**config.mk**
```make
export PLATFORM = sky130hd
export DESIGN_NAME = capture_sched
export DESIGN_NICKNAME = d
export VERILOG_FILES = /design/src/rtl/capture_sched.sv
export SDC_FILE = /design/constraint.sdc
export NUM_CORES = 1
export LEC_CHECK = 0
export ABC_AREA = 1
export BUFFER_PORTS_ARGS = -buffer_cell sky130_fd_sc_hd__buf_4
export CAP_MARGIN = 0
export CORE_MARGIN = 4
export CORE_UTILIZATION = 45
export CTS_CLUSTER_SIZE = 10
export DETAILED_ROUTE_END_ITERATION = 8
export GPL_ROUTABILITY_DRIVEN = 1
export PLACE_DENSITY = 0.7
export SYNTH_ARGS = -nofsm -noshare
export SYNTH_HDL_FRONTEND = slang
export SYNTH_SLANG_ARGS = --single-unit
```
**constraint.sdc**
```tcl
create_clock -name clk -period 2.91 [get_ports clk]
set_input_delay 0.1455 -clock clk [delete_from_list [all_inputs] [get_ports clk]]
set_output_delay 0.1455 -clock clk [all_outputs]
set_load 0.03 [all_outputs]
```
**src/rtl/capture_sched.sv**
```systemverilog
// capture_sched: round-robin owner of a shared capture timer issuing periodic capture bursts
// Ports: clk, reset (sync, active-high); req[NREQ] level requests; req_period/req_count packed
// per-requester PW/CW fields; grant one-hot owner; capture/done single-cycle strobes;
// aborted qualifies done; busy high outside IDLE.
// Define CAPTURE_SCHED_ABORT_EN to end a burst early when the granted req drops during RUN.
module capture_sched #(
  parameter int NREQ = 4,
  parameter int PW = 16,
  parameter int CW = 8
) (
  input  logic              clk,
  input  logic              reset,
  input  logic [NREQ-1:0]   req,
  input  logic [NREQ*PW-1:0] req_period,
  input  logic [NREQ*CW-1:0] req_count,
  output logic [NREQ-1:0]   grant,
  output logic              capture,
  output logic              done,
  output logic              aborted,
  output logic              busy
);
  localparam int IW = $clog2(NREQ);
  localparam logic [1:0] IDLE = 2'd0, RUN = 2'd1, FIN = 2'd2;
  logic [1:0] state;
  logic [IW-1:0] rr_ptr, gidx, sel, j;
  logic [PW-1:0] cnt, per, p_in;
  logic [CW-1:0] rem, c_in;
  logic ab, drop, last, found;
  always_comb begin
    sel = rr_ptr;
    j = '0;
    found = 1'b0;
    for (int k = 0; k < NREQ; k++) begin
      j = IW'((int'(rr_ptr) + k) % NREQ);
      if (!found && req[j]) begin
        sel = j;
        found = 1'b1;
      end
    end
  end
  assign p_in = req_period[sel*PW +: PW];
  assign c_in = req_count[sel*CW +: CW];
  assign capture = (state == RUN) && (cnt == per - PW'(1));
  assign last = capture && (rem == CW'(1));
`ifdef CAPTURE_SCHED_ABORT_EN
  assign drop = (state == RUN) && !req[gidx];
`else
  assign drop = 1'b0;
`endif
  assign busy = state != IDLE;
  assign done = state == FIN;
  assign aborted = done && ab;
  assign grant = busy ? NREQ'(1) << gidx : '0;
  always_ff @(posedge clk) begin
    if (reset) begin
      state <= IDLE;
      rr_ptr <= '0;
      gidx <= '0;
      cnt <= '0;
      per <= '0;
      rem <= '0;
      ab <= 1'b0;
    end else begin
      case (state)
        IDLE: if (|req) begin
          gidx <= sel;
          per <= p_in < PW'(2) ? PW'(2) : p_in;
          rem <= c_in;
          cnt <= '0;
          ab <= 1'b0;
          state <= c_in == '0 ? FIN : RUN;
        end
        RUN: begin
          cnt <= capture ? '0 : cnt + 1'b1;
          rem <= capture ? rem - 1'b1 : rem;
          // a drop on the final capture still counts as a normal completion
          ab <= drop && !last;
          state <= (drop || last) ? FIN : RUN;
        end
        FIN: begin
          state <= IDLE;
          rr_ptr <= gidx == IW'(NREQ - 1) ? '0 : gidx + 1'b1;
        end
        default: state <= IDLE;
      endcase
    end
  end
endmodule

```
Yosys cells after proc, flatten, opt, wreduce, memory -nomap -nowiden
Cells that the tools add are included.
{ "word_totals": {"regBits": 47, "latch_bits": 0, "mem_bits_rw": 0, "mem_bits_ro": 0, "input_bits": 102, "out_inout_bits": 8, "elab_cells": 75, "mem_count": 0} }
{ "op_classes": {"addsub": 7, "n_mul": 0, "div": 0, "order_cmp": 5, "eq_ne": 7, "shift": 3, "mux": 29, "bitwise": 0, "reduce_logical": 17} }
{ "op_table": {"columns": ["operator", "count"], "rows": [
  ["64-bit by 7-bit variable part select with 16-bit output", 1],
  ["16-bit 2-to-1 mux", 3],
  ["16-bit case mux with 2 select lines", 1],
  ["32-bit by 6-bit variable part select with 8-bit output", 1],
  ["16-bit by 1-bit adder with 16-bit output, second input constant", 1],
  ["16-bit == test", 1],
  ["16-bit by 2-bit < comparator with 1-bit output, second input constant", 1],
  ["8-bit 2-to-1 mux", 2],
  ["8-bit case mux with 2 select lines", 1],
  ["16-bit by 1-bit subtractor with 16-bit output, second input constant", 1],
  ["2-bit 2-to-1 mux", 7],
  ["2-bit by 3-bit < comparator with 1-bit output, second input constant", 4],
  ["1-bit binary-select mux with 2-bit select", 4],
  ["8-bit by 1-bit == test with 1-bit output, second input constant", 1],
  ["8-bit zero test", 1],
  ["1-bit 2-to-1 mux", 8],
  ["8-bit by 1-bit subtractor with 8-bit output, second input constant", 1],
  ["1-bit logical AND", 6],
  ["2-bit by 1-bit adder with 2-bit output, second input constant", 2],
  ["2-bit adder, second input constant", 2],
  ["2-bit == test, second input constant", 2],
  ["4-bit 2-to-1 mux", 1],
  ["2-bit != test, second input constant", 2],
  ["2-bit case mux with 2 select lines", 1],
  ["other kinds (9)", 13]
]} }

Longest topological paths before layout
{ "depth": {"ltp_word": 17, "depth_mapped": 21, "ltp_nobuf": 20} }

Worst setup path before layout
OpenSTA, ideal clock, no wires.
{ "synth_path": {"kind": "reg2out", "start": "register per[0]", "end": "output port capture", "arrival_ns": 2.301, "required_ns": 2.765, "setup_slack_ns": 0.464, "path_stages_with_launch": 10, "n_path_buf": 0, "cell_sequence": "dfxtp_1 -> inv_1 -> ha_1 -> nand4_2 -> nor2_2 -> nand3_1 -> xor2_1 -> nor4_1 -> nand3_1 -> a211oi_1"} }
{ "synth_between": {"elab_chain_len": 3} }
{ "synth_lines": {"columns": ["item", "line", "source"], "rows": [
  ["start, declared", "26", "logic [PW-1:0] cnt, per, p_in;"],
  ["start signal, assigned", "67", "per <= p_in < PW'(2) ? PW'(2) : p_in;"],
  ["16-bit by 1-bit subtractor with 16-bit output", "43", "assign capture = (state == RUN) && (cnt == per - PW'(1));"],
  ["16-bit == test", "43", null],
  ["1-bit logical AND", "43", null],
  ["end, declared", "17", "output logic capture,"]
]} }
Every way passes these cells.

Worst setup path in the final report
Same ends and word-level chain as after synthesis.

==> out/results.txt <==
Summed over all layers, the routed wires come to 12300 um. Grouping stages by cell kind, the critical path spends the most delay in simple AND/OR/NAND/NOR gates. The count of hold buffers inserted by post-cts repair was 0. The TritonCTS buffer count was 5.

Walking the worst path, the cells encountered are inv_1, ha_1, nand4_2, nor2_2, nand2_1, nand2_1, nand2_1, nand2_1, nand3_1, nor4_1, nand3_1, a211oi_1, buf_4. The actual transition at the worst max-transition pin is 1230 ps. Setup violations remaining at the end of the flow were counted as 0. Measured along the y axis, the die boundary spans 104 um.

For this run the aggregate overflow at the end of global routing stands at 0. Compared with the post-synthesis result, the final layout area differs by 23.4%. The share of async-settable or async-resettable flops after synthesis is 0.

Path class of the lowest-slack min-delay path: primary input to register. By area the synthesized netlist is led by nand2_1, dfxtp_1, nand3_1, a21oi_1, inv_1. The global placer's final weighted congestion was 0.888; the final critical-path setup slack was 134 ps. The cell with the biggest individual delay on the critical path is dfxtp_1.

The count of nets left with antenna violations once routing finished came out at 0. The total power per unit cell area works out to 427 nW/um2. Sorting the synthesized cells by how often they occur yields nand2_1, nand3_1, inv_1, a21oi_1, dfxtp_1. For the finished layout, the period the worst path requires is 2780 ps. The count of flip-flops with a built-in enable after synthesis works out to 0.

The number of gates resized after CTS was 0. Clock transition at the register clock pins on the worst setup and hold paths after CTS: 100 ps. For the maximum number of pins on one net before global-route repair, the log shows 36. Yosys instantiated no cell more often than nand2_1. In the synthesized netlist the dominant register cell turns out to be dfxtp_1. STA classifies the critical path endpoint as an output port. The final layout contains 924 nets. The accumulated negative setup slack is 0 ps, and the routed length per instance is 13.3 um. The clock latency reported for the late side of the worst-skew pair was 310 ps.

The H-tree was split into 2 levels. The die area is 10900 um2, and the part of the Yosys area used for sequential elements is 0.220. The logs give 0 for the count of max-cap constraint violations and 0 for the yosys synthesis warning count. The leakage component of the power came out at 2.59 nW. The overall fraction of global-route tracks in use was 0.227.

OpenSTA, run right after detailed placement, puts the worst setup slack at 140 ps. The maximum fanout along the worst path works out to 4. Setup repair after global routing left no endpoint under its margin. TritonCTS built the clock tree. The flow ran to the end, and the final reports show no timing, DRC or antenna violations. The largest total area in the synthesized netlist belongs to nand2_1. The share of the clock period used by the worst path is 0.954, and the post-synthesis area per instance is 5.80 um2. After legalization and detailed placement, the total HPWL measured 9940 um. For the largest clock skew in the final design, the log shows 7.42 ps. In this run the clock root is driven by a clkbuf_8.

After synthesis the cells add up to 4180 um2. The number of max-slew violations in the final report was 0; the largest stage delay on the critical path was 350 ps. In this run the count of I/O pins placed on the die edge is 110. The first global-routing pass estimated 21200 um of wire.

At the worst endpoint, the arrival time is 2630 ps. The violation count after the first detailed-routing iteration was 169. The run gives 0 as the initial antenna violation count.

The netlist uses 41 different library cells. The first TritonRoute pass finished after 5 iterations. Cell repeated most along the worst path: nand2_1. The share of layout cells above drive strength 1 was 0.202; the overall die width was 104 um.

For the initial standard-cell utilization of the core, the log shows 0.471. The critical path in this run is classified as register to output port. For the fraction of the core area covered by cells at the end of the flow, the log shows 0.580.

The core box area came out at 8890 um2. The proportion of netlist area held by the largest area contributor is 0.257. The buffering stage count on the worst path with inverters included was 2. The tools report the DRC violations left as 0. The clock passes through at most 2 buffers. The tree built by TritonCTS fans out to 46 sinks. VDD sags by at most 0.000233 V. The count of input and output buffers was 108; the total inserted antenna cells was 0. STA puts the critical path data required time at 2760 ps.

STA classifies the critical path startpoint as a register. The count of state elements after synthesis was 46; the highest attainable clock frequency was 360 MHz. After clock tree synthesis, the setup repair step added 0 buffers.

The run gives 721 as the gate count after technology mapping. The number of nets handed over by synthesis was 831. The worst slew margin relative to its limit was 0.176; the number of placement rows was 34. The logs give 4800 for the routed via count and 4779 for the via count of the first global-routing pass. The total count of hold-check failures in the final report was 0.

In the routed layout, each cell is associated on average with a via count of 5.20.
[metrics by stage]
step                hold WS [ps]  total power, mW  area [um2]  std cells
floorplan                    407             1.42        4180        721
global placement             473             1.69        5030        915
detailed placement           484             1.70        5030        915
CTS                          247             2.21        5140        923
global route                 264             2.38        5160        923
finish                       257             2.20        5160        923
[flip-flops by register name (all words and copies together), names as in the netlist]
signal  count
cnt        16
per        16
rem         8
gidx        2
rr_ptr      2
state       2
[path summary, 6_finish.rpt]
kind / from / endpoint / slack [ps] / depth (start not counted)
setup / recovery: per[0] / capture / 130 / 13
hold / removal: reset / per[11] / 260 / 2
setup reg to reg: rr_ptr[0] / per[0] / 260 / 15
hold reg to reg: per[15] / per[15] / 500 / 2
[final cells by class]
type	count	area (um2)
Sequential cell	46	922
Timing Repair Buffer	118	886
Inverter	61	231
Clock buffer	5	68.8
Multi-Input combinational cell	582	2870
Fill cell	928	3730
Tap cell	108	135
Clock inverter	3	43.8
[power by group]
part / switching [mW] / internal [mW]
combinational: 0.568 / 0.377
sequential: 0.0650 / 0.688
clock: 0.245 / 0.258
[placed cells by master, fill, tap and decap left out, types with 2 or more instances in the layout]
cell	n
nand2_2	7
o21ai_0	17
nor3_2	2
nor2_2	5
nand3_1	77
nand3_2	2
or2_2	5
nor3_1	2
dfxtp_1	45
xor2_1	22
xnor2_1	10
nor4_1	4
a211oi_1	3
nor2_1	43
o211ai_1	6
inv_2	6
nand4_1	11
a31oi_1	2
nand3b_1	7
nand2_1	286
nand2_4	5
a21oi_1	46
ha_1	8
inv_1	53
clkbuf_8	5
buf_4	118
[cell families (layout without fill, tap and decap cells)]
| kind of cell | Yosys count | after routing | synth area share |
|---|---|---|---|
| other | 1 | 1 | 0.000896 |
| buffers and inverters | 93 | 187 | 0.0966 |
| flip-flops | 46 | 46 | 0.220 |
| AND/OR/NAND/NOR | 461 | 461 | 0.486 |
| AO/OA/AOI/OAI | 80 | 80 | 0.106 |
| XOR/XNOR | 32 | 32 | 0.0670 |
| adder cells (fa/ha/maj) | 8 | 8 | 0.0239 |
[routing by layer]
layer,share of wire,vias up,GRT usage,wire (um)
li1,-,2494,-,-
met1,0.46,2168,0.295,5660
met2,0.48,118,0.385,5860
met3,0.043,20,0.0348,528
met4,0.018,0,0.0674,227
met5,0,-,0,0
(Power assumes the default switching activity.)
